--- src/rtl/cpu_pkg.sv ---
// Shared definitions for the 8-bit core: opcodes, writeback FSM states,
// flag bit positions and the opcode-class bundle produced by wb_classify.
package cpu_pkg;

    localparam int OPCODE_W = 5;

    localparam logic [OPCODE_W-1:0] OP_MOV  = 5'b00000;
    localparam logic [OPCODE_W-1:0] OP_ADD  = 5'b00001;
    localparam logic [OPCODE_W-1:0] OP_SUB  = 5'b00010;
    localparam logic [OPCODE_W-1:0] OP_MUL  = 5'b00011;
    localparam logic [OPCODE_W-1:0] OP_DIV  = 5'b00100;
    localparam logic [OPCODE_W-1:0] OP_INC  = 5'b00101;
    localparam logic [OPCODE_W-1:0] OP_DEC  = 5'b00110;
    localparam logic [OPCODE_W-1:0] OP_AND  = 5'b00111;
    localparam logic [OPCODE_W-1:0] OP_OR   = 5'b01000;
    localparam logic [OPCODE_W-1:0] OP_NOT  = 5'b01001;
    localparam logic [OPCODE_W-1:0] OP_XOR  = 5'b01010;
    localparam logic [OPCODE_W-1:0] OP_LD   = 5'b01011;
    localparam logic [OPCODE_W-1:0] OP_ST   = 5'b01100;
    localparam logic [OPCODE_W-1:0] OP_JMP  = 5'b01101;
    localparam logic [OPCODE_W-1:0] OP_JZ   = 5'b01110;
    localparam logic [OPCODE_W-1:0] OP_SHL  = 5'b10000;
    localparam logic [OPCODE_W-1:0] OP_SHR  = 5'b10001;
    localparam logic [OPCODE_W-1:0] OP_RCL  = 5'b10010;
    localparam logic [OPCODE_W-1:0] OP_RCR  = 5'b10011;
    localparam logic [OPCODE_W-1:0] OP_ROL  = 5'b10100;
    localparam logic [OPCODE_W-1:0] OP_ROR  = 5'b10101;
    localparam logic [OPCODE_W-1:0] OP_JC   = 5'b10110;
    localparam logic [OPCODE_W-1:0] OP_CALL = 5'b10111;
    localparam logic [OPCODE_W-1:0] OP_RET  = 5'b11000;
    localparam logic [OPCODE_W-1:0] OP_CMP  = 5'b11001;
    localparam logic [OPCODE_W-1:0] OP_HALT = 5'b11111;

    typedef enum logic [1:0] {
        RUN   = 2'd0,
        WR_HI = 2'd1,
        HALT  = 2'd2
    } wb_state_t;

    // Bit positions inside the {Z,C,AC,P} flag register
    localparam int FLAG_Z  = 3;
    localparam int FLAG_C  = 2;
    localparam int FLAG_AC = 1;
    localparam int FLAG_P  = 0;

    typedef struct packed {
        logic is_alu;
        logic is_muldiv;
        logic is_store;
        logic is_flow;
        logic is_cmp;
        logic is_halt;
        logic upd_zp;
        logic upd_c;
        logic upd_ac;
    } wb_class_t;

endpackage

--- src/rtl/wb_classify.sv ---
// Combinational opcode decoder: instruction class plus which flags it updates.
// Undefined opcodes decode to all-zero (no write, no flags, no retire).
module wb_classify
    import cpu_pkg::*;
(
    input  logic [OPCODE_W-1:0] opcode,
    output wb_class_t           cls
);

    always_comb begin
        cls = '0;
        case (opcode)
            OP_MOV, OP_LD: begin
                cls.is_alu = 1'b1;
            end
            OP_ADD, OP_SUB, OP_INC, OP_DEC: begin
                cls.is_alu = 1'b1;
                cls.upd_zp = 1'b1;
                cls.upd_c  = 1'b1;
                cls.upd_ac = 1'b1;
            end
            OP_SHL, OP_SHR, OP_RCL, OP_RCR: begin
                cls.is_alu = 1'b1;
                cls.upd_zp = 1'b1;
                cls.upd_c  = 1'b1;
            end
            OP_AND, OP_OR, OP_NOT, OP_XOR, OP_ROL, OP_ROR: begin
                cls.is_alu = 1'b1;
                cls.upd_zp = 1'b1;
            end
            OP_MUL, OP_DIV: begin
                cls.is_muldiv = 1'b1;
                cls.upd_zp    = 1'b1;
            end
            OP_ST:                               cls.is_store = 1'b1;
            OP_JMP, OP_JZ, OP_JC, OP_CALL, OP_RET: cls.is_flow  = 1'b1;
            OP_CMP:                              cls.is_cmp   = 1'b1;
            OP_HALT:                             cls.is_halt  = 1'b1;
            default: ;
        endcase
    end

endmodule

--- src/rtl/writeback_stage.sv ---
// Final pipeline stage: commits results to the register file or data memory,
// owns the flag register, sequences two-byte mul/div commits and halt.
module writeback_stage
    import cpu_pkg::*;
#(
    parameter int DATA_W      = 8,
    parameter int RADDR_W     = 3,
    parameter int MADDR_W     = 4,
    parameter bit HI_WRITE_EN = 1'b1
) (
    input  logic                  clk,
    input  logic                  reset,
    input  logic                  valid_in,
    output logic                  ready_out,
    input  logic [OPCODE_W-1:0]   opcode,
    input  logic [RADDR_W-1:0]    rd,
    input  logic [MADDR_W-1:0]    mem_addr,
    input  logic [2*DATA_W-1:0]   result,
    input  logic                  zero_in,
    input  logic                  carry_in,
    input  logic                  ac_in,
    input  logic                  parity_in,
    output logic                  rf_we,
    output logic [RADDR_W-1:0]    rf_waddr,
    output logic [DATA_W-1:0]     rf_wdata,
    output logic                  dm_we,
    output logic [MADDR_W-1:0]    dm_addr,
    output logic [DATA_W-1:0]     dm_wdata,
    output logic [3:0]            flags_q,
    output logic                  halted,
    output logic [7:0]            retired
);

    // Handshake: an instruction is accepted on a clk edge where valid_in && ready_out.
    // While valid_in && !ready_out the upstream holds every input stable.
    wb_state_t state_q, state_d;
    wb_class_t cls;

    logic                accept;
    logic                retire;
    logic                z_calc, p_calc;
    logic                rf_we_d, dm_we_d;
    logic [RADDR_W-1:0]  rf_waddr_d, hi_addr_q, hi_addr_d;
    logic [DATA_W-1:0]   rf_wdata_d, dm_wdata_d, hi_data_q, hi_data_d;
    logic [MADDR_W-1:0]  dm_addr_d;
    logic [3:0]          flags_d;

    // Z and P are recomputed here; the execute-stage copies are not trusted.
    logic unused_flag_inputs;
    assign unused_flag_inputs = zero_in ^ parity_in;

    wb_classify u_classify (
        .opcode (opcode),
        .cls    (cls)
    );

    assign ready_out = (state_q == RUN) && reset;
    assign accept    = valid_in && ready_out;
    assign halted    = (state_q == HALT);

    always_comb begin
        z_calc = cls.is_muldiv ? (result == '0) : (result[DATA_W-1:0] == '0);
        p_calc = (opcode == OP_MUL) ? ^result : ^result[DATA_W-1:0];
    end

    always_comb begin
        state_d    = state_q;
        rf_we_d    = 1'b0;
        rf_waddr_d = rf_waddr;
        rf_wdata_d = rf_wdata;
        dm_we_d    = 1'b0;
        dm_addr_d  = dm_addr;
        dm_wdata_d = dm_wdata;
        flags_d    = flags_q;
        hi_addr_d  = hi_addr_q;
        hi_data_d  = hi_data_q;
        retire     = 1'b0;

        case (state_q)
            RUN: begin
                if (accept) begin
                    if (cls.is_alu || cls.is_muldiv) begin
                        rf_we_d    = 1'b1;
                        rf_waddr_d = rd;
                        rf_wdata_d = result[DATA_W-1:0];
                    end
                    if (cls.is_store) begin
                        dm_we_d    = 1'b1;
                        dm_addr_d  = mem_addr;
                        dm_wdata_d = result[DATA_W-1:0];
                    end
                    // rd+1 wraps naturally at the register-address width (r7 -> r0)
                    if (cls.is_muldiv) begin
                        hi_data_d = result[2*DATA_W-1:DATA_W];
                        hi_addr_d = rd + RADDR_W'(1);
                        if (HI_WRITE_EN) state_d = WR_HI;
                        else             retire  = 1'b1;
                    end else if (cls.is_alu || cls.is_store || cls.is_flow ||
                                 cls.is_cmp || cls.is_halt) begin
                        retire = 1'b1;
                    end
                    if (cls.is_halt) state_d = HALT;

                    if (cls.upd_zp) begin
                        flags_d[FLAG_Z] = z_calc;
                        flags_d[FLAG_P] = p_calc;
                    end
                    if (cls.upd_c)  flags_d[FLAG_C]  = carry_in;
                    if (cls.is_cmp) flags_d[FLAG_C]  = result[0];
                    if (cls.upd_ac) flags_d[FLAG_AC] = ac_in;
                end
            end
            WR_HI: begin
                rf_we_d    = 1'b1;
                rf_waddr_d = hi_addr_q;
                rf_wdata_d = hi_data_q;
                retire     = 1'b1;
                state_d    = RUN;
            end
            HALT:    ;
            default: state_d = RUN;
        endcase
    end

    always_ff @(posedge clk) begin
        if (!reset) begin
            state_q   <= RUN;
            rf_we     <= 1'b0;
            rf_waddr  <= '0;
            rf_wdata  <= '0;
            dm_we     <= 1'b0;
            dm_addr   <= '0;
            dm_wdata  <= '0;
            flags_q   <= '0;
            retired   <= '0;
            hi_addr_q <= '0;
            hi_data_q <= '0;
        end else begin
            state_q   <= state_d;
            rf_we     <= rf_we_d;
            rf_waddr  <= rf_waddr_d;
            rf_wdata  <= rf_wdata_d;
            dm_we     <= dm_we_d;
            dm_addr   <= dm_addr_d;
            dm_wdata  <= dm_wdata_d;
            flags_q   <= flags_d;
            hi_addr_q <= hi_addr_d;
            hi_data_q <= hi_data_d;
            if (retire) retired <= retired + 8'd1;
        end
    end

endmodule
--- config.mk ---
export PLATFORM = sky130hd
export DESIGN_NAME = writeback_stage
export DESIGN_NICKNAME = d
export VERILOG_FILES = /design/src/rtl/cpu_pkg.sv /design/src/rtl/wb_classify.sv /design/src/rtl/writeback_stage.sv
export SDC_FILE = /design/constraint.sdc
export NUM_CORES = 1
export LEC_CHECK = 0
export CORE_ASPECT_RATIO = 0.7
export CORE_MARGIN = 4
export CORE_UTILIZATION = 60
export DETAILED_ROUTE_END_ITERATION = 6
export DONT_BUFFER_PORTS = 1
export GPL_TIMING_DRIVEN = 0
export PLACE_DENSITY_LB_ADDON = 0.15
export SLEW_MARGIN = 20
export SYNTH_ARGS = -nofsm -noshare
export SYNTH_HDL_FRONTEND = slang
export SYNTH_SLANG_ARGS = --single-unit
--- constraint.sdc ---
create_clock -name clk -period 1.9 [get_ports clk]
set_input_delay 0.095 -clock clk [delete_from_list [all_inputs] [get_ports clk]]
set_output_delay 0.095 -clock clk [all_outputs]
set_load 0.02 [all_outputs]
==> qor.csv, run 1 <==
stage,metric,value,unit
status,status,"complete, no violations",
place,port-buffer-count,0,
yosys,ys_ff_latch,50,
sta,finalHoldViolations,0,
power_and_ir_drop,p_seq_share,56.0,%
sta,setup_tns,0,ns
grt,overflow,0,
sta,fin_crit_sh,98.90,%
clock_tree,path_clk_slew,0.08,ns
yosys,synth-edff-count,0,
sta,setup_viol,0,
sta,relSlewSlack,62.98,%
yosys,yosysSeqAreaShare,39.27,%
die,floorplan.initialDensity,63.44,%
yosys,ys_warn_count,0,
die,core_area,0.004018,mm²
power_and_ir_drop,p_sw_share,25.50,%
sta,fin_skew,0.006305,ns
yosys,yosysTopAreaCell,dfxtp_1,
power_and_ir_drop,finalPower,2.013,mW
clock_tree,cts_max_path_buffers,2,
die,die_w,85.90,µm
finish,fin_cells,361,
setup_path,worstPathMaxFanout,8,
setup_path,arrival,2.11,ns
die,io_pins,74,
die,dieArea,0.005371,mm²
sta,fmaxAchievable,532.2,MHz
yosys,synth_top_area_share,39.27,%
routing,drt_first_pass_iters,4,
routing,ant_nets,0,
grt,grt_pass1_vias,2041,
routing,vias,2087,
yosys,synth-async-reset-ratio,0,%
sta,fin_crit,1.879,ns
grt,grt_pass1_wl,9922,µm
sta,report.final.slew_viol_count,0,
sta,rsz0062_at_grt,yes,
yosys,synthCells,279,
power_and_ir_drop,p_leak,1.300,nW
grt,grt_max_degree,14,
power_and_ir_drop,p_clk_share,30.0,%
routing,wire_per_inst,16.86,µm
grt,antenna_found_initial,0,
power_and_ir_drop,power-per-cell-area,681.7,mW/mm²
finish,n_fill_cell,304,
routing,post-route-drc-count,0,
routing,via_per_inst,5.781,
clock_tree,cts.sinks,50,
clock_tree,numCtsBuffers,5,
routing,totalWireLength,6085,µm
power_and_ir_drop,p_sw,513.3,µW
sta,holdWs,0.005745,ns
die,std_cell_rows,19,
sta,worst_pin_slew,0.5475,ns
setup_path,start_kind,register,
yosys,avgSynthCellArea,9.135,µm²
clock_tree,cts_tree,done,
grt,gr-usage-all-layers,22.84,%
power_and_ir_drop,internal_power,1.500,mW
finish,diodes,0,
yosys,syn-num-nets,324,
yosys,synth-main-ff-cell,dfxtp_1,
setup_path,crit_required,2.13,ns
run,maxCapViolations,0,
clock_tree,root_buffer,clkbuf_8,
worst_hold_path,hp-class,input port to register,
setup_path,end_kind,register,
clock_tree,insertion_delay,0.29,ns
finish,layout-drive-gt1-share,9.385,%
place,place_congestion,0.8167,
finish,nets,355,
yosys,syn-cell-area,0.002549,mm²
yosys,synthDistinctLibCells,51,
power_and_ir_drop,p_comb_share,14.0,%
place,place_inst,331,
place,pre_cts_slack,-0.2001,ns
sta,fin_ws,0.02085,ns
power_and_ir_drop,ir_drop,0.5761,mV
finish,area_growth,15.86,%
setup_path,path_class,register to register,
die,die_y,62.53,µm
yosys,netlist_top_cells_area,"dfxtp_1 39%, mux2i_1 6.7%, nand2_1 6.0%, ha_1 4.9%, o211a_1 4.3%",
place,hpwl,4323,µm
routing,drt-initial-drc-count,98,
clock_tree,cts-htree-levels,2,
-- final cells by class --
| type | count | area (µm²) | share of cell area, % |
|---|---|---|---|
| Multi-Input combinational cell | 193 | 1389 | 47.03 |
| Sequential cell | 50 | 1001 | 33.90 |
| Timing Repair Buffer | 24 | 230.2 | 7.797 |
| Buffer | 17 | 113.9 | 3.856 |
| Clock buffer | 6 | 82.58 | 2.797 |
| Inverter | 19 | 71.32 | 2.415 |
| Tap cell | 52 | 65.06 | 2.203 |
-- Yosys cell counts (2+ instances only) --
master    count
nor3_1        2
o211a_1      11
nand3_1       7
dfxtp_1      50
ha_1         10
or3_1         3
a21boi_1      3
nor2b_1       7
nand2_1      41
o211ai_1      8
buf_6         2
xnor2_1      10
o31ai_1       2
buf_4         3
a211o_1       2
mux2i_1      17
o21ai_0       6
clkbuf_1      7
a31oi_1       2
or4_1         2
nand4_1       5
buf_2         3
inv_1        18
clkbuf_8      2
a21boi_0     11
and2_1        4
a21oi_1       3
nor2_1       15
-- kinds of logic after synthesis --
group	synth area share, %
buffers and inverters	7.265
AOI/OAI and AO/OA	19.15
xor gates and xnor gates	3.780
and+or+nand+nor	18.95
adders and majority gates	4.909
DFF	39.27
muxes	6.676
-- critical path: stages, from the launching register on --
cell,delay [ns]
dfxtp_1,0.34
buf_6,0.14
or2b_2,0.35
nand2_1,0.19
o211ai_4,0.12
or4_1,0.53
a21boi_1,0.15
-- worst paths after layout --
kind,start,to,slack [ns],cells past startpoint
worst max-delay path,state_q[0],retired[7],0.02,6
worst min-delay path,mem_addr[2],dm_addr[2],0.006,2
worst max register to register,state_q[0],retired[7],0.02,6
worst min register to register,hi_data_q[4],hi_data_q[4],0.46,2
-- metrics by stage --
| step | util (%) | cell area [µm²] |
|---|---|---|
| CTS | 72.28 | 2904 |
| global placement | 65.06 | 2614 |
| finish | 73.50 | 2953 |
| floorplan | - | 2549 |
| global route | 73.50 | 2953 |
| detailed placement | 65.06 | 2614 |
-- metal layers --
metal | part of all wire, % | routed length (µm) | up-vias | track usage (%)
met3 | 9.6 | 587 | 2 | 7.378
met1 | 45 | 2717 | 977 | 30.75
met4 | 0.31 | 19 | 0 | 4.150
met5 | 0 | 0 | - | 0
met2 | 45 | 2761 | 71 | 35.96
li1 | - | - | 1037 | -
-- cell usage in the layout (no fill, tap or decap), types with 6 or more instances in the layout --
master         Yosys  final
o211ai_1           8      8
ha_1              10     10
dlygate4sd3_1      0     20
dfxtp_1           50     50
nand2_1           41     40
xnor2_1           10     10
o21ai_0            6      6
mux2i_1           17     17
o211a_1           11     11
nand3_1            7      7
nor2b_1            7      7
clkbuf_8           2      8
inv_1             18     18
a21boi_0          11     11
nor2_1            15     15
clkbuf_1           7      7
buf_4              3      7
-- power groups by stage --
stage	clock [mW]	sequential, mW	combinational (mW)
after floorplan	0	1.15	0.194
after global placement	0	1.15	0.229
after detailed placement	0	1.15	0.233
after CTS	0.619	1.13	0.269
after global routing	0.669	1.13	0.312
final	0.603	1.13	0.282
-- registers in the layout (all words and copies together) (netlist names), 3 cells and up --
name       cells
rf_wdata       8
retired        8
hi_addr_q      3
rf_waddr       3
flags_q        4
dm_wdata       8
hi_data_q      8
dm_addr        4
-- timing repair --
action	4_1_cts	5_1_grt
pin swaps	1	2
gates resized for setup	0	4
endpoints found under the hold margin	20	0
setup buffers	1	3
hold buffers	20	0
setup endpoints to repair	9	13
Power figures use the tool's default switching activity.
==> inputs of run 2 (changes only) <==
- CORE_ASPECT_RATIO: 0.7 -> not set
- clock period: 1.9 -> 1.95 ns (I/O delays scaled with it)
==> run 2 against run 1 <==
- global-route usage hardly changed
- sequential cell count stayed put
- power is 1.2% higher
- die area is 0.31% lower
- count of clock-buffer cells in the layout is 1 higher
- register-to-register slack better by 0.07 ns
- worst hold slack better by 0.0014 ns
- via count is 1.1% lower
- clock skew is 0.0023 ns lower
- non-clock buffer count is 1 higher
- sequential share of layout area is 0.19 points lower
==> qor.csv, run 2 (synthesis gave the netlist of run 1 again) <==
stage,metric,value,unit,change
status,status,"complete, no violations",,unchanged
grt,grt_pass1_vias,1978,,"was 2,041"
die,dieArea,0.005355,mm²,was 0.005371 mm²
setup_path,path_cells,buf_6 -> or2b_2 -> o311ai_4 -> o211ai_4 -> or4_1 -> a21boi_1,,was buf_6 -> or2b_2 -> nand2_1 -> o211ai_4 -> or4_1 -> a21boi_1
setup_path,critPathBufInv,1,,unchanged
setup_path,start_kind,register,,unchanged
finish,layout_common_cells,"50 x dfxtp_1, 41 x nand2_1, 21 x dlygate4sd3_1, 18 x inv_1, 17 x mux2i_1",,"was 50 x dfxtp_1, 40 x nand2_1, 20 x dlygate4sd3_1, 18 x inv_1, 17 x mux2i_1"
sta,fin_crit,1.863,ns,was 1.879 ns
sta,worst_pin_slew,0.5110,ns,was 0.5475 ns
sta,report.final.slew_viol_count,0,,unchanged
setup_path,crit_required,2.19,ns,was 2.13 ns
finish,layout-drive-gt1-share,9.615,%,was 9.385%
setup_path,cp_top_family,simple AND/OR/NAND/NOR gates,,unchanged
clock_tree,cts_tree,done,,unchanged
place,hpwl,4141,µm,was 4323 µm
die,die_y,73.18,µm,was 62.53 µm
place,place_inst,329,,was 331
sta,setup_viol,0,,unchanged
routing,wire_per_inst,16.30,µm,was 16.86 µm
setup_path,crit_slowest_cell,or4_1,,unchanged
power_and_ir_drop,p_leak,1.315,nW,was 1.300 nW
power_and_ir_drop,ir_drop,0.4356,mV,was 0.5761 mV
clock_tree,root_buffer,clkbuf_8,,unchanged
routing,drt_first_pass_iters,4,,unchanged
power_and_ir_drop,power-per-cell-area,686.1,mW/mm²,was 681.7 mW/mm²
grt,antenna_found_initial,0,,unchanged
clock_tree,cts.sinks,50,,unchanged
sta,fin_skew,0.003977,ns,was 0.006305 ns
die,die_w,73.18,µm,was 85.90 µm
grt,grt_max_degree,16,,was 14
clock_tree,insertion_delay,0.30,ns,was 0.29 ns
setup_path,end_kind,register,,unchanged
die,core_area,0.004058,mm²,was 0.004018 mm²
finish,area_growth,16.49,%,was 15.86%
grt,overflow,0,,unchanged
power_and_ir_drop,finalPower,2.037,mW,was 2.013 mW
setup_path,worstPathMaxFanout,8,,unchanged
routing,vias,2063,,"was 2,087"
place,place_congestion,0.8068,,was 0.8167
sta,relSlewSlack,65.62,%,was 62.98%
setup_path,arrival,2.10,ns,was 2.11 ns
grt,gr-usage-all-layers,22.82,%,was 22.84%
sta,finalHoldViolations,0,,unchanged
finish,diodes,0,,unchanged
setup_path,path_class,register to register,,unchanged
finish,layout_commonest_cell,dfxtp_1,,unchanged
clock_tree,cts-htree-levels,2,,unchanged
clock_tree,cts_max_path_buffers,2,,unchanged
run,maxCapViolations,0,,unchanged
sta,fin_crit_sh,95.52,%,was 98.90%
routing,totalWireLength,5900,µm,was 6085 µm
sta,fmaxAchievable,536.9,MHz,was 532.2 MHz
setup_path,critPathMaxStageDelay,0.53,ns,about the same
die,std_cell_rows,23,,was 19
routing,ant_nets,0,,unchanged
routing,via_per_inst,5.699,,was 5.781
die,floorplan.initialDensity,62.81,%,was 63.44%
finish,nets,356,,was 355
routing,drt-initial-drc-count,128,,was 98
grt,grt_pass1_wl,9418,µm,was 9922 µm
place,port-buffer-count,0,,unchanged
finish,fin_cells,362,,was 361
worst_hold_path,hp-class,input port to register,,unchanged
clock_tree,numCtsBuffers,5,,unchanged
clock_tree,path_clk_slew,0.09,ns,was 0.08 ns
die,io_pins,74,,unchanged
routing,post-route-drc-count,0,,unchanged
run 2: per-layer routing:
metal / track usage (%) / vias up / wire length (µm)
met2: 36.15 / 68 / 2732
met4: 7.377 / 0 / 86
met3: 7.025 / 9 / 497
met5: 0 / - / 0
met1: 29.52 / 938 / 2583
li1: - / 1048 / -
run 2: worst reg2reg max path, stage by stage, from the launching register on:
cell	delay [ns]
dfxtp_1	0.33
buf_6	0.13
or2b_2	0.35
o311ai_4	0.14
o211ai_4	0.18
or4_1	0.53
a21boi_1	0.14
run 2: path summary, 6_finish.rpt:
kind                              startpoint      endpoint  slack, ns  cells after the start
worst max-delay path              state_q[0]    retired[5]       0.09                      6
worst min-delay path             mem_addr[0]    dm_addr[0]      0.007                      2
worst max register to register    state_q[0]    retired[5]       0.09                      6
worst min register to register  hi_data_q[4]  hi_data_q[4]       0.46                      2
run 2: cell type report:
class                   count  area, µm²
clock buffers               7      96.34
repair buffers             25      240.2
inverters                  19      71.32
clock inverters             1      8.758
flip-flops and latches     50       1001
plain buffers              17      113.9
fillers                   315       1089
well taps                  50      62.56
multi-input cells         193       1375
run 2: where the power goes:
part	internal [mW]	total [mW]	switching, mW
registers	1.05	1.10	0.0518
logic	0.139	0.275	0.136
clock network	0.325	0.664	0.338
total	1.51	2.04	0.526
run 2: what timing repair did:
action / CTS / global route
pin swaps: 0 / 2
buffers inserted: 0 / 4
hold buffers: 21 / 0
resized for setup: 1 / 1
endpoints found under the hold margin: 21 / 0
setup endpoints to repair: 9 / 13
run 2: metrics by stage:
| stage | setup slack (ns) | TNS, ns | hold WS, ns | cell area (µm²) | util [%] |
|---|---|---|---|---|---|
| 3_3_place_gp | 0.02749 | 0 | 0.2417 | 2611 | 64.35 |
| 5_1_grt | -0.006141 | -0.007329 | 0.003706 | 2969 | 73.17 |
| 4_1_cts | 0.07279 | 0 | 0.006763 | 2933 | 72.28 |
| 3_5_place_dp | -0.01324 | -0.07262 | 0.2516 | 2611 | 64.35 |
| 6_report | 0.08740 | 0 | 0.007141 | 2969 | 73.17 |
| 2_1_floorplan | 0.2416 | 0 | 0.2323 | 2549 | - |
